## src/rtl/alu_pkg.sv

```systemverilog
`default_nettype none
// ============================================================================
//  Module      : alu_pkg
//  Description : Shared types and helpers for the bit-serial ALU sequencer:
//                op-code encoding, sequencer state encoding and op-class
//                decode helpers.
//  Revision    : 1.0 - initial release
// ============================================================================
package alu_pkg;

    // Op codes as seen by the 1-bit slice, {S2,S1,S0}. The two aliases
    // (001 behaves as SUB, 111 behaves as OR) are listed so that every
    // 3-bit pattern is a legal member of the type.
    typedef enum logic [2:0] {
        PASSB   = 3'b000,
        SUB_ALT = 3'b001,
        ADD     = 3'b010,
        SUB     = 3'b011,
        AND     = 3'b100,
        OR      = 3'b101,
        XOR     = 3'b110,
        OR_ALT  = 3'b111
    } alu_op_t;

    typedef enum logic [1:0] {
        IDLE  = 2'd0,
        SHIFT = 2'd1,
        DONE  = 2'd2
    } ser_state_t;

    // Arithmetic ops are the ones that produce meaningful carry/overflow.
    function automatic logic is_arith(alu_op_t op);
        return ~op[2] & (op[1] | op[0]);
    endfunction

    // Subtraction is A + ~B + 1, so the carry chain starts at 1.
    function automatic logic carry_preset(alu_op_t op);
        return ~op[2] & op[0];
    endfunction

endpackage
`default_nettype wire

```

## src/rtl/bit_ALU.sv

```systemverilog
`default_nettype none
// ============================================================================
//  Module      : bit_ALU
//  Description : Existing 1-bit ALU slice. Combinational; select {S2,S1,S0}
//                chooses pass-B, add, subtract (A + ~B + Cin) or a bitwise
//                logic function. Cout is only meaningful for add/subtract.
//  Revision    : 1.0 - initial release
// ============================================================================
module bit_ALU (
    input  logic S0,
    input  logic S1,
    input  logic S2,
    input  logic A,
    input  logic B,
    input  logic Cin,
    output logic Cout,
    output logic out
);

    logic [2:0] w_sel;
    logic       w_b_eff;

    assign w_sel = {S2, S1, S0};

    // Slice function: full adder on (A, B or ~B, Cin) for arithmetic codes,
    // otherwise a plain logic function with the carry output tied low.
    always_comb begin
        w_b_eff = B ^ S0;
        out     = 1'b0;
        Cout    = 1'b0;
        case (w_sel)
            3'b000: out = B;
            3'b001,
            3'b010,
            3'b011: begin
                out  = A ^ w_b_eff ^ Cin;
                Cout = (A & w_b_eff) | (A & Cin) | (w_b_eff & Cin);
            end
            3'b100: out = A & B;
            3'b101,
            3'b111: out = A | B;
            3'b110: out = A ^ B;
            default: out = 1'b0;
        endcase
    end

endmodule
`default_nettype wire

```

## src/rtl/bit_serial_alu_ctrl.sv

```systemverilog
`default_nettype none
// ============================================================================
//  Module      : bit_serial_alu_ctrl
//  Description : Sequencer around a single 1-bit ALU slice. Captures two
//                WIDTH-bit operands on start, feeds them LSB-first through
//                the slice while owning the inter-bit carry, assembles the
//                result and derives N/Z/V/C. WIDTH+1 busy cycles per op.
//  Revision    : 1.0 - initial release
// ============================================================================
module bit_serial_alu_ctrl #(
    parameter int WIDTH = 64
) (
    input  logic             clk,
    input  logic             reset_n,
    input  logic             start,
    input  logic [2:0]       cntrl,
    input  logic [WIDTH-1:0] a,
    input  logic [WIDTH-1:0] b,
    output logic             busy,
    output logic             done,
    output logic [WIDTH-1:0] result,
    output logic             negative,
    output logic             zero,
    output logic             overflow,
    output logic             carry_out
);
    import alu_pkg::*;

    localparam int              CNT_W   = $clog2(WIDTH);
    localparam logic [CNT_W-1:0] c_LAST = CNT_W'(WIDTH - 1);

    localparam logic [1:0] c_IDLE  = IDLE;
    localparam logic [1:0] c_SHIFT = SHIFT;
    localparam logic [1:0] c_DONE  = DONE;

    logic [1:0]       r_state;
    logic [1:0]       w_next_state;
    logic [WIDTH-1:0] r_a_sh;
    logic [WIDTH-1:0] r_b_sh;
    logic [WIDTH-1:0] r_res_sh;
    alu_op_t          r_cntrl;
    logic [CNT_W-1:0] r_cnt;
    logic             r_carry;
    logic [WIDTH-1:0] r_result;
    logic             r_neg;
    logic             r_zero;
    logic             r_ovf;
    logic             r_cout;

    logic [2:0]       w_sel;
    logic             w_sa;
    logic             w_sb;
    logic             w_scin;
    logic             w_slice_out;
    logic             w_slice_cout;
    logic             w_last;
    logic             w_arith;
    logic [WIDTH-1:0] w_new_result;

    // Next-state decode and slice operand selection.
    always_comb begin
        w_sel        = r_cntrl;
        w_sa         = r_a_sh[0];
        w_sb         = r_b_sh[0];
        w_scin       = r_carry;
        w_last       = (r_cnt == c_LAST);
        w_arith      = is_arith(r_cntrl);
        w_new_result = {w_slice_out, r_res_sh[WIDTH-1:1]};
        w_next_state = r_state;
        case (r_state)
            c_IDLE:  if (start) w_next_state = c_SHIFT;
            c_SHIFT: if (w_last) w_next_state = c_DONE;
            c_DONE:  w_next_state = c_IDLE;
            default: w_next_state = c_IDLE;
        endcase
    end

    bit_ALU u_slice (
        .S0   (w_sel[0]),
        .S1   (w_sel[1]),
        .S2   (w_sel[2]),
        .A    (w_sa),
        .B    (w_sb),
        .Cin  (w_scin),
        .Cout (w_slice_cout),
        .out  (w_slice_out)
    );

    // State, operand shifters, carry FF, result and flag registers.
    always_ff @(posedge clk or negedge reset_n) begin
        if (!reset_n) begin
            r_state  <= c_IDLE;
            r_a_sh   <= '0;
            r_b_sh   <= '0;
            r_res_sh <= '0;
            r_cntrl  <= PASSB;
            r_cnt    <= '0;
            r_carry  <= 1'b0;
            r_result <= '0;
            r_neg    <= 1'b0;
            r_zero   <= 1'b0;
            r_ovf    <= 1'b0;
            r_cout   <= 1'b0;
        end else begin
            r_state <= w_next_state;
            case (r_state)
                c_IDLE: begin
                    if (start) begin
                        r_a_sh   <= a;
                        r_b_sh   <= b;
                        r_res_sh <= '0;
                        r_cntrl  <= alu_op_t'(cntrl);
                        r_cnt    <= '0;
                        r_carry  <= carry_preset(alu_op_t'(cntrl));
                    end
                end
                c_SHIFT: begin
                    r_a_sh   <= {1'b0, r_a_sh[WIDTH-1:1]};
                    r_b_sh   <= {1'b0, r_b_sh[WIDTH-1:1]};
                    r_res_sh <= w_new_result;
                    r_carry  <= w_slice_cout;
                    r_cnt    <= r_cnt + 1'b1;
                    if (w_last) begin
                        // r_carry still holds the carry into the MSB here.
                        r_cnt    <= '0;
                        r_result <= w_new_result;
                        r_neg    <= w_new_result[WIDTH-1];
                        r_zero   <= (w_new_result == '0);
                        r_ovf    <= w_arith & (r_carry ^ w_slice_cout);
                        r_cout   <= w_arith & w_slice_cout;
                    end
                end
                default: ;
            endcase
        end
    end

    assign busy      = (r_state != c_IDLE);
    assign done      = (r_state == c_DONE);
    assign result    = r_result;
    assign negative  = r_neg;
    assign zero      = r_zero;
    assign overflow  = r_ovf;
    assign carry_out = r_cout;

endmodule
`default_nettype wire

```

## config.mk

```make
export PLATFORM = sky130hd
export DESIGN_NAME = bit_serial_alu_ctrl
export DESIGN_NICKNAME = d
export VERILOG_FILES = /design/src/rtl/alu_pkg.sv /design/src/rtl/bit_ALU.sv /design/src/rtl/bit_serial_alu_ctrl.sv
export SDC_FILE = /design/constraint.sdc
export NUM_CORES = 1
export LEC_CHECK = 0
export ABC_AREA = 1
export CAP_MARGIN = 20
export CORE_MARGIN = 2
export CORE_UTILIZATION = 59
export CTS_BUF_LIST = sky130_fd_sc_hd__clkbuf_8
export DETAILED_ROUTE_END_ITERATION = 12
export GPL_ROUTABILITY_DRIVEN = 0
export PLACE_DENSITY = 0.88
export RECOVER_POWER = 50
export SLEW_MARGIN = 20
export SYNTH_ARGS = -nofsm -noshare
export SYNTH_HDL_FRONTEND = slang
export SYNTH_HIERARCHICAL = 1
export SYNTH_SLANG_ARGS = --single-unit
```

## constraint.sdc

```tcl
create_clock -name clk -period 3.9 [get_ports clk]
set_input_delay 0.78 -clock clk [delete_from_list [all_inputs] [get_ports clk]]
set_output_delay 0.78 -clock clk [all_outputs]
set_load 0.1 [all_outputs]
```

# [After elaboration in Yosys (flattened, before gate mapping)]
# Index checks and enable logic that the tools add are counted.
[word_totals] regBits=272 input_bits=134 out_inout_bits=70
[classes] add_sub_neg=1 n_eq_ne=12 n_mux=16 bitwise=19 n_reduce_logical=11
[op_table] op="64-bit one-hot mux with 2 select lines" n=3
[op_table] op="64-bit two-way mux" n=3
[op_table] op="64-bit logical NOT" n=1
[op_table] op="3-bit equality test (second input constant)" n=4
[op_table] op="6-bit two-way mux" n=2
[op_table] op="6-bit one-hot mux with 2 select lines" n=1
[op_table] op="1-bit bitwise AND" n=8
[op_table] op="2-bit AND reduction" n=4
[op_table] op="6-bit by 1-bit adder with 6-bit output (second input constant)" n=1
[op_table] op="3-bit by 2-bit equality test with 1-bit output (second input constant)" n=2
[op_table] op="6-bit equality test (second input constant)" n=1
[op_table] op="1-bit one-hot mux with 5 select lines" n=1
[op_table] op="1-bit bitwise XOR" n=5
[op_table] op="2-bit two-way mux" n=2
[op_table] op="2-bit != test (second input constant)" n=2
[op_table] op="1-bit OR" n=4
[op_table] op="2-bit one-hot mux with 2 select lines" n=1
[op_table] op="2-bit nonzero test" n=2
[op_table] op="3-bit by 1-bit equality test with 1-bit output (second input constant)" n=1
[op_table] op="3-bit logical NOT" n=1
[op_table] op="3-bit OR reduction" n=1
[op_table] op="2-bit by 1-bit equality test with 1-bit output (second input constant)" n=1
[op_table] op="2-bit equality test (second input constant)" n=1
[op_table] op="2-bit logical NOT" n=1
[op_table] op="4 further kinds" n=6

# [Logic depth before layout (Yosys ltp)]
[logic_depth] depth_word=7 mapped_depth=13 mapped_depth_nobuf=13

# [Hierarchy]
# Netlist, hierarchy kept.
[by_module_without_submodules] module="bit_serial_alu_ctrl" n_inst=1 cells_per_inst=1298 area_per_inst_um2=11514.8 seq_area_each_um2=6756.5
[by_module_without_submodules] module="bit_ALU" n_inst=1 cells_per_inst=22 area_per_inst_um2=132.6 seq_area_each_um2=0.0

# [Worst setup path after synthesis]
# OpenSTA, ideal clock, no wires.
[synth_path] kind="register -> output" from="reg r_state[1]" to="out done" t_arrival_ps=1688 required_ps=3120 setup_slack_ps=1432 stages_incl_launch_ff=3 n_path_buf=0 cell_sequence="dfrtp_1 -> inv_1 -> nor2_1"
[synth_via] elab_chain_cells=1
[synth_rtl] item="from (decl)" line_no="bit_serial_alu_ctrl.sv:36" rtl="logic [1:0] r_state;"
[synth_rtl] item="from (signal assigned)" line_no="bit_serial_alu_ctrl.sv:92" rtl="r_state <= c_IDLE;"
[synth_rtl] item="from (signal assigned)" line_no="bit_serial_alu_ctrl.sv:105" rtl="r_state <= w_next_state;"
[synth_rtl] item="2-bit equality test" line_no="bit_serial_alu_ctrl.sv:139" rtl="assign done = (r_state == c_DONE);"
[synth_rtl] item="to (decl)" line_no="bit_serial_alu_ctrl.sv:20" rtl="output logic done,"
# Every way passes these cells.

# [Worst setup path in the final report]
[layout_path] from="reg r_state[0]" to="reg r_a_sh[25]"
[layout_via] elab_chain_cells=3 word_cells_on_any_way=6 cone_classes="2 x eq/ne; 1 x mux; 3 x reduce/logical"
[layout_rtl] item="2-bit by 1-bit equality test with 1-bit output / 2-bit logical NOT (equally long branches)" line_no="bit_serial_alu_ctrl.sv:106" rtl="case (r_state)"
[layout_rtl] item="2-bit nonzero test (no line) / 2-bit != test (equally long branches)"
[layout_rtl] item="2-bit AND reduction (no line)"
[layout_rtl] item="to (signal assigned)" line_no="bit_serial_alu_ctrl.sv:118" rtl="r_a_sh <= {1'b0, r_a_sh[WIDTH-1:1]};"
[layout_rtl] item="to (decl)" line_no="bit_serial_alu_ctrl.sv:38" rtl="logic [WIDTH-1:0] r_a_sh;"
# Several ways; a longest one is shown, not always the timed one.
# A chain may end at the register's enable or synchronous reset.

==> metrics.md <==
| Metric | Value |
|---|---|
| Sum Neg Setup Slack | 0 ps |
| Crit path required time | 4360 ps |
| Psw | 5650 µW |
| DIE WIDTH | 145 µm |
| Fin Clk Skew | 13.8 ps |
| Pleak | about 0.0067 µW |
| Count of state elements after synthesis | 270 |
| Largest net degree at the start of global routing | 152 |
| Reg power frac | 0.365 |
| CP delay by family, top | buffers and inverters |
| Synth warn | 6 |
| Post-synth ARST share | 1.00 |
| Critical path buffer and inverter count | 3 |
| Yosys cell types | 29 |
| Slowest stage delay, CP | 1170 ps |
| Total Power | 12600 µW |
| Int Pwr | between 6000 and 7000 µW |
| Hold Path Class | input port to async pin |
| Initial Util | 0.600 |
| Ranking of synthesized cells by area | dfrtp_1 (58%), nand2_1 (11%), inv_1 (4.6%), o22ai_1 (3.4%), nor2_1 (3.4%) |
| Via count | 9668 |
| Antenna fix cells | 0 |
| CP startpoint kind | register |
| CTS Hold Bufs | 0 |
| Number of antenna violations at the first check in global routing | 0 |
| Routed length per instance | 14.9 µm |
| Clock sinks | 270 |
| Slew HR | -0.0726 |
| Cell Chain, Critical Path | inv_1 > nor2_1 > inv_6 > nand2_1 > clkbuf_4 > nand2_1 > nand2_1 |
| Post-synthesis cell area | 11600 µm² |
| Drt drc | 0 |
| Vias in the first global route | a little over 9000 |
| Clock group share of total power | 0.181 |
| Detailed router's first-iteration violation count | 640 |
| DRT Pass-1 Iters | 5 |
| Clock latency on the worst-skew pair | about 540 ps |
| Final Hold Viols | 0 |
| Pwr per Cell Area | between 800 and 900 nW/µm² |
| Setup Crit Path Kind | register to register |
| Share of layout cells above drive strength 1 | 0.0594 |
| Avg Cell Area, Syn | around 9 µm² |
| Cell taking the most area after synthesis | dfrtp_1 |
| Yosys top cell area share | 0.580 |
| Post-CTS Setup Repair Bufs | 0 |
| Post-DP HPWL | 16300 µm |
| Gr ovfl total | 0 |
| Top Ports | 204 |
| Sequential area share after synthesis | 0.580 |
| Worst-path clk slew | 60 ps |
| Syn nets | approximately 1500 |
| Cts repair resizes | 0 |
| # H-tree levels | 2 |
| Final period util | 0.779 |
| Most used cell, CP | nand2_1 |
| Port bufs | between 200 and 250 |
| EDFF count, synth | 0 |
| Root Buffer | clkbuf_8 |
| CTS buffer count | 42 |
| Longest Clk Path Bufs | 3 |
| Top FF cell, synth | dfrtp_1 |
| Failing checks | capacitance limit, slew limit |
| Net Sw Frac | 0.449 |
| Max IR drop VDD | 332 µV |
| Full die area | around 21000 µm² |
| GRT Util Overall | 0.260 |
| Cells after Synth | roughly 1300 |
| Final Setup Violations | 0 |
| Combinational share of power | 0.453 |
| Row Count | 51 |
| Critical Path AT | between 3000 and 4000 ps |
| Critical Path End Type | register |
| Area Overhead vs Synth | 24.5% |
| Nets | between 1500 and 2000 |
| Die Y | 145 µm |
| Crit Path Max Fanout | 128 |
| CTS tree | yes |
| Core ar. | 19400 µm² |
| Slew @ Worst Pin | 1610 ps |
| Final wirelength | 26500 µm |
| RSZ-0062 raised after global routing | no |
| Status | finished, violations left |
| Max Clk Rate | 329 MHz |
| Max Cap Viol | 3 |
| Fin. max-slew vios | 265 |
| Via/cell ratio | 5.43 |
| Min Tclk post-route | 3040 ps |
| Final ANT Viol Nets | 0 |
| Slowest CP cell | clkbuf_4 |
| First-pass GRT wire length | roughly 44000 µm |
-- per-layer routing --
layer / up-vias / track usage / part of all wire
li1: 4618 / - / -
met1: 4608 / 0.356 / 0.42
met2: 380 / 0.411 / 0.48
met3: 62 / 0.0603 / 0.075
met4: 0 / 0.0910 / 0.027
met5: - / 0 / 0
-- power groups by stage --
stage          sequential [µW]  clock [µW]  combinational, µW
6_report                  4600        2280               5710
5_1_grt                   4730        2440               6270
2_1_floorplan             6120           0               2810
3_3_place_gp              4580           0               5510
3_5_place_dp              4620           0               5710
4_1_cts                   4590        2320               5750
-- cell usage in the layout (no fill, tap or decap), types with 13 or more instances in the layout --
master	netlist	final
clkbuf_8	0	54
nor3_1	65	65
clkdlybuf4s50_1	0	202
inv_1	144	154
dfrtp_1	270	270
nor2_1	106	107
o22ai_1	64	64
a211oi_1	49	49
a211oi_2	15	15
o21ai_0	70	70
o21ai_1	61	61
nand2_1	351	352
nand3_1	13	13
-- synthesized netlist by cell type (4+ instances only) --
cell,instances
inv_1,144
clkbuf_1,26
o22ai_1,64
inv_2,4
a211oi_1,49
nor2_1,106
dfrtp_1,270
a211oi_2,15
o21ai_0,70
nand2_1,351
nor3_1,65
o21ai_1,61
nand3_1,13
buf_2,55
-- per-stage QoR --
stage                     worst slack, ps  utilization  hold slack, ps  std cells  cell area, µm²
final                                 860        0.748             320       1780           14500
after global routing                  679        0.748             364       1780           14500
after CTS                             801        0.751             351       1780           14600
after detailed placement             1260        0.709             465       1713           13800
after global placement               1260        0.709             463       1713           13800
after floorplan                      1430            -             450       1320           11600
-- logic make-up (layout without fill, tap and decap cells) --
family,after synthesis,count (layout),synth area share
AOI/OAI and AO/OA,267,267,0.144
xor gates and xnor gates,4,4,0.00301
adders and majority gates,4,4,0.00494
buffers and inverters,233,428,0.0833
DFF,270,270,0.580
and+or+nand+nor,542,542,0.185
-- state kept, by name (all words and copies together), names as in the netlist --
register / cells
overflow: 1
carry_out: 1
zero: 1
r_b_sh: 64
r_state: 2
result: 64
r_res_sh: 63
r_carry: 1
r_a_sh: 64
r_cnt: 6
r_cntrl: 3
-- worst register-to-register path, delay by kind of cell, from the launching register on --
family / cells / cell delay, ps
DFF: 1 / 380
buffers and inverters: 3 / 1570
and+or+nand+nor: 4 / 1020
-- area by class of cell --
| type | count | area [µm²] |
|---|---|---|
| Sequential cell | 270 | 6760 |
| Fill cell | 1374 | 4890 |
| Multi-Input combinational cell | 817 | 3920 |
| Timing Repair Buffer | 213 | 2130 |
| Clock buffer | 54 | 743 |
| Inverter | 148 | 563 |
| Tap cell | 265 | 332 |
| Clock inverter | 13 | 61.3 |
-- worst paths after layout --
path / startpoint / end / slack (ps) / cells after the start
setup / recovery: r_state[0]$_DFFE_PN0P_ / r_a_sh[25]$_DFFE_PN0P_ / 860 / 7
hold / removal: reset_n / r_res_sh[37]$_DFFE_PN0P_ / 320 / 1
setup reg to reg: r_state[0]$_DFFE_PN0P_ / r_a_sh[25]$_DFFE_PN0P_ / 860 / 7
hold reg to reg: r_a_sh[29]$_DFFE_PN0P_ / r_a_sh[29]$_DFFE_PN0P_ / 480 / 2
max in group asynchronous: reset_n / r_a_sh[58]$_DFFE_PN0P_ / 1470 / 2
min in group clk: r_a_sh[29]$_DFFE_PN0P_ / r_a_sh[29]$_DFFE_PN0P_ / 480 / 2
Note: power is estimated with default switching activity, not from simulation.
